### src/rtl/mips_muldiv_pkg.sv
// Shared definitions for the HI/LO multiply/divide sequencer: op codes,
// FSM state encoding and default widths.
package mips_muldiv_pkg;

    localparam int XLEN_DEF = 32;
    localparam int ITER_DEF = 32;

    localparam logic [2:0] MD_MULT  = 3'b000;
    localparam logic [2:0] MD_MULTU = 3'b001;
    localparam logic [2:0] MD_DIV   = 3'b010;
    localparam logic [2:0] MD_DIVU  = 3'b011;
    localparam logic [2:0] MD_MTHI  = 3'b100;
    localparam logic [2:0] MD_MTLO  = 3'b101;

    typedef enum logic [1:0] {
        S_IDLE = 2'd0,
        S_RUN  = 2'd1,
        S_DONE = 2'd2
    } md_state_t;

endpackage

### src/rtl/adder_32bits.sv
// 32-bit ripple-style adder with carry in/out; the shared add/subtract step
// of the multiply/divide sequencer.
module adder_32bits (
    input  logic [31:0] a,
    input  logic [31:0] b,
    input  logic        ci,
    output logic [31:0] s,
    output logic        co
);

    assign {co, s} = {1'b0, a} + {1'b0, b} + {32'b0, ci};

endmodule

### src/rtl/muldiv_sequencer.sv
// Iterative HI/LO multiply/divide unit (MULT/MULTU/DIV/DIVU, MTHI/MTLO).
// Optional multiply early-out when built with `define MULDIV_EARLY_OUT_EN.
module muldiv_sequencer
    import mips_muldiv_pkg::*;
#(
    parameter int XLEN = XLEN_DEF,
    parameter int ITER = ITER_DEF
) (
    input  logic            clk,
    input  logic            rst_n,
    input  logic            start,
    input  logic [2:0]      MDCode,
    input  logic [XLEN-1:0] A,
    input  logic [XLEN-1:0] B,
    input  logic            rd_hilo,
    output logic            busy,
    output logic            stall,
    output logic            done,
    output logic            div_zero,
    output logic [XLEN-1:0] HI,
    output logic [XLEN-1:0] LO
);

    localparam int CNT_W = $clog2(ITER);
    localparam int SH_W  = CNT_W + 1;

    function automatic logic [XLEN-1:0] neg_w(input logic [XLEN-1:0] x);
        return ~x + XLEN'(1);
    endfunction

    function automatic logic [2*XLEN-1:0] neg_dw(input logic [2*XLEN-1:0] x);
        return ~x + (2*XLEN)'(1);
    endfunction

    function automatic logic [XLEN-1:0] mag(input logic [XLEN-1:0] x, input logic sgn);
        return (sgn && x[XLEN-1]) ? neg_w(x) : x;
    endfunction

    md_state_t       state_q, state_d;
    logic [CNT_W-1:0] cnt_q;
    logic [XLEN-1:0] p_hi_q, p_lo_q, opnd_q;
    logic            op_div_q, sign_a_q, sign_b_q, dz_q;

    logic code_long, code_div, code_signed, b_zero, accept_long, last_iter, early_out;
    logic [XLEN-1:0] sh_hi, add_a, add_b, add_s;
    logic            add_co, no_borrow, mul_c;
    logic [XLEN-1:0] mul_sum, run_hi, run_lo, wb_hi, wb_lo;
    logic [2*XLEN-1:0] prod;

    assign code_long   = (MDCode == MD_MULT) || (MDCode == MD_MULTU) ||
                         (MDCode == MD_DIV)  || (MDCode == MD_DIVU);
    assign code_div    = (MDCode == MD_DIV)  || (MDCode == MD_DIVU);
    assign code_signed = (MDCode == MD_MULT) || (MDCode == MD_DIV);
    assign b_zero      = (B == '0);
    assign accept_long = (state_q == S_IDLE) && start && code_long;
    assign last_iter   = (cnt_q == CNT_W'(ITER - 1));

    assign busy  = (state_q != S_IDLE);
    assign stall = busy & (start | rd_hilo);

    // Shared step: multiply adds the multiplicand to P_hi; divide subtracts
    // the divisor from the left-shifted P_hi via inverted b and carry-in.
    assign sh_hi = {p_hi_q[XLEN-2:0], p_lo_q[XLEN-1]};
    assign add_a = op_div_q ? sh_hi : p_hi_q;
    assign add_b = op_div_q ? ~opnd_q : opnd_q;

    adder_32bits u_step (
        .a  (add_a),
        .b  (add_b),
        .ci (op_div_q),
        .s  (add_s),
        .co (add_co)
    );

    // The bit shifted out of P_hi makes the partial remainder 33 bits wide.
    assign no_borrow = add_co | p_hi_q[XLEN-1];
    assign mul_sum   = p_lo_q[0] ? add_s : p_hi_q;
    assign mul_c     = p_lo_q[0] & add_co;

`ifdef MULDIV_EARLY_OUT_EN
    logic [XLEN-1:0]   rem_mask;
    logic [SH_W-1:0]   rem_cnt;
    logic [2*XLEN-1:0] acc_sh;

    assign rem_mask  = {XLEN{1'b1}} >> cnt_q;
    assign rem_cnt   = SH_W'(ITER) - {1'b0, cnt_q};
    assign acc_sh    = {p_hi_q, p_lo_q} >> rem_cnt;
    assign early_out = !op_div_q && ((p_lo_q & rem_mask) == '0);
`else
    assign early_out = 1'b0;
`endif

    always_comb begin
        if (op_div_q) begin
            run_hi = no_borrow ? add_s : sh_hi;
            run_lo = {p_lo_q[XLEN-2:0], no_borrow};
        end else begin
            run_hi = {mul_c, mul_sum[XLEN-1:1]};
            run_lo = {mul_sum[0], p_lo_q[XLEN-1:1]};
        end
`ifdef MULDIV_EARLY_OUT_EN
        if (early_out) begin
            {run_hi, run_lo} = acc_sh;
        end
`endif
    end

    always_comb begin
        prod  = {p_hi_q, p_lo_q};
        wb_hi = p_hi_q;
        wb_lo = p_lo_q;
        if (dz_q) begin
            wb_hi = p_lo_q;
            wb_lo = '1;
        end else if (op_div_q) begin
            wb_lo = (sign_a_q ^ sign_b_q) ? neg_w(p_lo_q) : p_lo_q;
            wb_hi = sign_a_q ? neg_w(p_hi_q) : p_hi_q;
        end else begin
            if (sign_a_q ^ sign_b_q) prod = neg_dw(prod);
            wb_hi = prod[2*XLEN-1:XLEN];
            wb_lo = prod[XLEN-1:0];
        end
    end

    always_comb begin
        state_d = state_q;
        case (state_q)
            S_IDLE: if (accept_long) state_d = (code_div && b_zero) ? S_DONE : S_RUN;
            S_RUN:  if (last_iter || early_out) state_d = S_DONE;
            S_DONE: state_d = S_IDLE;
            default: state_d = S_IDLE;
        endcase
    end

    // Control and architectural HI/LO
    always_ff @(posedge clk or negedge rst_n) begin
        if (!rst_n) begin
            state_q  <= S_IDLE;
            cnt_q    <= '0;
            op_div_q <= 1'b0;
            sign_a_q <= 1'b0;
            sign_b_q <= 1'b0;
            dz_q     <= 1'b0;
            done     <= 1'b0;
            div_zero <= 1'b0;
            HI       <= '0;
            LO       <= '0;
        end else begin
            state_q <= state_d;
            done    <= (state_q == S_DONE);
            if (accept_long) begin
                cnt_q    <= '0;
                op_div_q <= code_div;
                sign_a_q <= code_signed & A[XLEN-1];
                sign_b_q <= code_signed & B[XLEN-1];
                dz_q     <= code_div & b_zero;
                div_zero <= code_div & b_zero;
            end else if (state_q == S_IDLE && start && MDCode == MD_MTHI) begin
                HI       <= A;
                div_zero <= 1'b0;
            end else if (state_q == S_IDLE && start && MDCode == MD_MTLO) begin
                LO       <= A;
                div_zero <= 1'b0;
            end else if (state_q == S_RUN) begin
                cnt_q <= cnt_q + CNT_W'(1);
            end else if (state_q == S_DONE) begin
                HI <= wb_hi;
                LO <= wb_lo;
            end
        end
    end

    // Accumulator and operand datapath
    always_ff @(posedge clk) begin
        if (accept_long) begin
            p_hi_q <= '0;
            if (code_div && b_zero) begin
                p_lo_q <= A;
                opnd_q <= B;
            end else if (code_div) begin
                p_lo_q <= mag(A, code_signed);
                opnd_q <= mag(B, code_signed);
            end else begin
                p_lo_q <= mag(B, code_signed);
                opnd_q <= mag(A, code_signed);
            end
        end else if (state_q == S_RUN) begin
            p_hi_q <= run_hi;
            p_lo_q <= run_lo;
        end
    end

endmodule

### config.mk
export PLATFORM = sky130hd
export DESIGN_NAME = muldiv_sequencer
export DESIGN_NICKNAME = d
export VERILOG_FILES = /design/src/rtl/mips_muldiv_pkg.sv /design/src/rtl/adder_32bits.sv /design/src/rtl/muldiv_sequencer.sv
export SDC_FILE = /design/constraint.sdc
export NUM_CORES = 1
export LEC_CHECK = 0
export BUFFER_PORTS_ARGS = -buffer_cell sky130_fd_sc_hd__buf_4
export CORE_MARGIN = 2
export CORE_UTILIZATION = 50
export CTS_BUF_LIST = sky130_fd_sc_hd__clkbuf_2 sky130_fd_sc_hd__clkbuf_4 sky130_fd_sc_hd__clkbuf_8
export CTS_CLUSTER_DIAMETER = 150
export DETAILED_ROUTE_END_ITERATION = 7
export PLACE_DENSITY_LB_ADDON = 0.1
export SYNTH_ARGS = -nofsm -noshare
export SYNTH_HDL_FRONTEND = slang
export SYNTH_SLANG_ARGS = --single-unit
### constraint.sdc
create_clock -name clk -period 5.8 [get_ports clk]
set_input_delay 0.58 -clock clk [delete_from_list [all_inputs] [get_ports clk]]
set_output_delay 0.58 -clock clk [all_outputs]
set_load 0.02 [all_outputs]
==> results.cfg <==
[yosys]
synth_area_leaders = dfrtp_1 (13%), edfxtp_1 (13%), xor2_1 (6.8%)
syn_nets = 1860
async_flop_share_pct = 44.51
netlist_instances = 1751
yosysSeqAreaShare_pct = 31.31
avgSynthCellArea_um2 = 8.189
yosysWarnings = 0
ys.flop_type = dfrtp_1
yosysTopAreaCell = dfrtp_1
syn_area_um2 = 14340
ys_types = 75
yosys.area.top_type_share_pct = 13.44
ys_ff_latch = 173
synth-edff-count = 64

[critical_path]
worstReg2RegStart = op_div_q$_DFFE_PN0P_
worst_setup_path_start_kind = flip-flop
crit_chain = buf_4 > mux2_2 > ha_1 > a21oi_1 > o21ai_0 > a32oi_1 > a21oi_1 > or3_1 > buf_4 > nand3b_1 > a21oi_1 > a2111oi_0
cp-end-kind = flip-flop
crit_required_ns = 6.18
worstSetupStartpoint = op_div_q$_DFFE_PN0P_
slowest_stage = dfrtp_4
max_stage_delay_ns = 1.09
crit_arrival_ns = 5.22
critPathKind = flip-flop to flip-flop
reg2reg_depth = 12
crit_top_cell = a21oi_1
path_max_fanout = 84

[timing]
fmax_mhz = 206.6
relSlewSlack_pct = 15.73
setup_viol = 0
finalHoldViolCount = 0
finalCritPeriodShare_pct = 83.47
layout_min_cycle_time_ns = 4.841
rsz0062_at_grt = no
finalClockSkew_ns = 0.02274
tightestPinTransition_ns = 1.260
finalSetupTns_ns = 0
slew_viol_final = 0

[drt]
wl_mm = 50.67
via_count = 13970
postRouteAntennaNets = 0
viasPerCell = 6.429
routedWlPerCell_um = 23.32
route.detailed.drc = 0
dr.pass1.iters = 6
drt_iter0_markers = 1857

[power]
vdd_ir_drop_max_v = 0.0002898
swShare_pct = 51.64
power_frac_seq_pct = 24.2
power_uw = 11500
p_int_uw = 5562
power_density_nw_per_um2 = 724.2
p_leak_uw = 0.006182
power.switching_uw = 5940
power_frac_comb_pct = 67.9
p_clk_share_pct = 7.9

[cells_and_area]
fin_util_pct = 56.71
drive_above_1_share_pct = 14.60
fillers = 2660
syn2layout_area_growth_pct = 10.78
fin_cells = 2173
most-common-layout-cells = nand2_1 (170), buf_4 (162), nor2_1 (146)
final_area_um2 = 15880
fin_nets = 1891
antennaDiodeCount = 0
final_common_cell = nand2_1

[global_routing]
grt-ovfl-total = 0
grt_start_max_net_pins = 85
antenna_found_initial = 0
grt_pass1_vias = 12490
grt_pass1_wl_mm = 75.94
grt_usage_pct = 32.63

[clock_network]
cts.sinks = 173
ctsLongestPathBuffers = 2
hold_buffers = 0
clock_latency_ns = 0.49
htreeDepth = 4
ctsResizeCount = 0
root_buffer = clkbuf_8
post_cts_buffers = 0
cts_tree = built
numCtsBuffers = 17
clk_pin_slew_ns = 0.12

[die]
die_h_um = 173.3
rows = 61
core_um2 = 28010
start_util_pct = 51.19
ios = 139
fp.dieW_um = 173.3
die-area_um2 = 30050

[job]
cap_violations = 0

[place]
dp_cells = 2141
gp_congestion = 0.9377
port_buffers = 138
dpl_cell_area_um2 = 15480
dpl.hpwl_mm = 38.30

[status]
outcome = completed

[min_path]
hp-class = primary input to async pin
-- synthesized netlist by cell type (19+ instances only) --
master / instances
nand2_1: 170
nor2_1: 146
mux2_2: 38
a21oi_1: 143
dfrtp_1: 77
nand3_1: 26
o21ai_0: 136
dfxtp_1: 32
a21o_1: 19
edfxtp_1: 64
inv_1: 22
a31oi_1: 19
xnor2_1: 72
ha_1: 37
mux2i_1: 54
nor2b_1: 21
o31ai_1: 31
xor2_1: 111
o22ai_1: 40
a211oi_1: 50
nor3_1: 48
clkbuf_1: 126
-- layout make-up --
class | count | area, um^2 | area share, %
clock inverters | 14 | 163.9 | 1.032
repair buffers | 162 | 1216 | 7.657
flip-flops and latches | 173 | 4493 | 28.29
clock buffers | 18 | 241.5 | 1.520
well taps | 378 | 473.0 | 2.978
multi-input cells | 1404 | 9206 | 57.96
inverters | 24 | 90.09 | 0.5672
-- power by group through the flow --
stage          Combinational [uW]  Sequential (uW)  Clock (uW)
2_1_floorplan                5640             2500           0
3_3_place_gp                 7620             2760           0
3_5_place_dp                 7670             2770           0
4_1_cts                      7700             2740         914
5_1_grt                      8450             2850         961
6_report                     7810             2780         911
-- registers in the layout, indices dropped and copies added, names as in the netlist --
register / flops
HI: 32
LO: 32
opnd_q: 32
p_hi_q: 32
p_lo_q: 32
cnt_q: 5
state_q: 2
div_zero: 1
done: 1
dz_q: 1
op_div_q: 1
sign_a_q: 1
sign_b_q: 1
-- routing by layer --
metal  GRT usage [%]  up-vias  wire, um
met5               0        -         0
met4           12.46        0      1976
met3           7.895       89      5238
met2           47.07      710     21340
met1           47.00     6632     22110
li1                -     6539         -
-- final timing paths --
path,endpoint,slack (ns)
setup / recovery,p_hi_q[27]$_SDFFE_PP0P_,0.96
hold / removal,LO[16]$_DFFE_PN0P_,0.26
setup reg to reg,p_hi_q[27]$_SDFFE_PP0P_,0.96
hold reg to reg,cnt_q[0]$_DFFE_PN0P_,0.54
max in group asynchronous,op_div_q$_DFFE_PN0P_,4.79
min in group clk,LO[25]$_DFFE_PN0P_,0.37
-- cells by family after synthesis --
family | Yosys count | share of synthesized area [%]
multiplexers | 92 | 6.754
XOR/XNOR | 183 | 11.18
adder cells (fa/ha/maj) | 38 | 3.368
flip-flops | 173 | 31.31
buffers and inverters | 174 | 4.668
AO/OA/AOI/OAI | 565 | 25.29
AND/OR/NAND/NOR | 526 | 17.43
-- stage by stage --
stage / hold WS (ns) / setup WS [ns]
after floorplan: 0.2844 / 1.089
after global placement: 0.5155 / 1.156
after detailed placement: 0.5261 / 1.054
after CTS: 0.2830 / 1.048
after global routing: 0.3233 / 0.7276
final: 0.2572 / 0.9590
-- worst max-delay path: cells and delay by family, from the launching register on --
kind / cells / cell delay [ns]
buffers and inverters: 2 / 0.70
AO/OA/AOI/OAI: 6 / 1.30
AND/OR/NAND/NOR: 2 / 0.84
adder cells (fa/ha/maj): 1 / 0.36
multiplexers: 1 / 0.36
flip-flops: 1 / 1.09
Power figures use the tool's default switching activity.
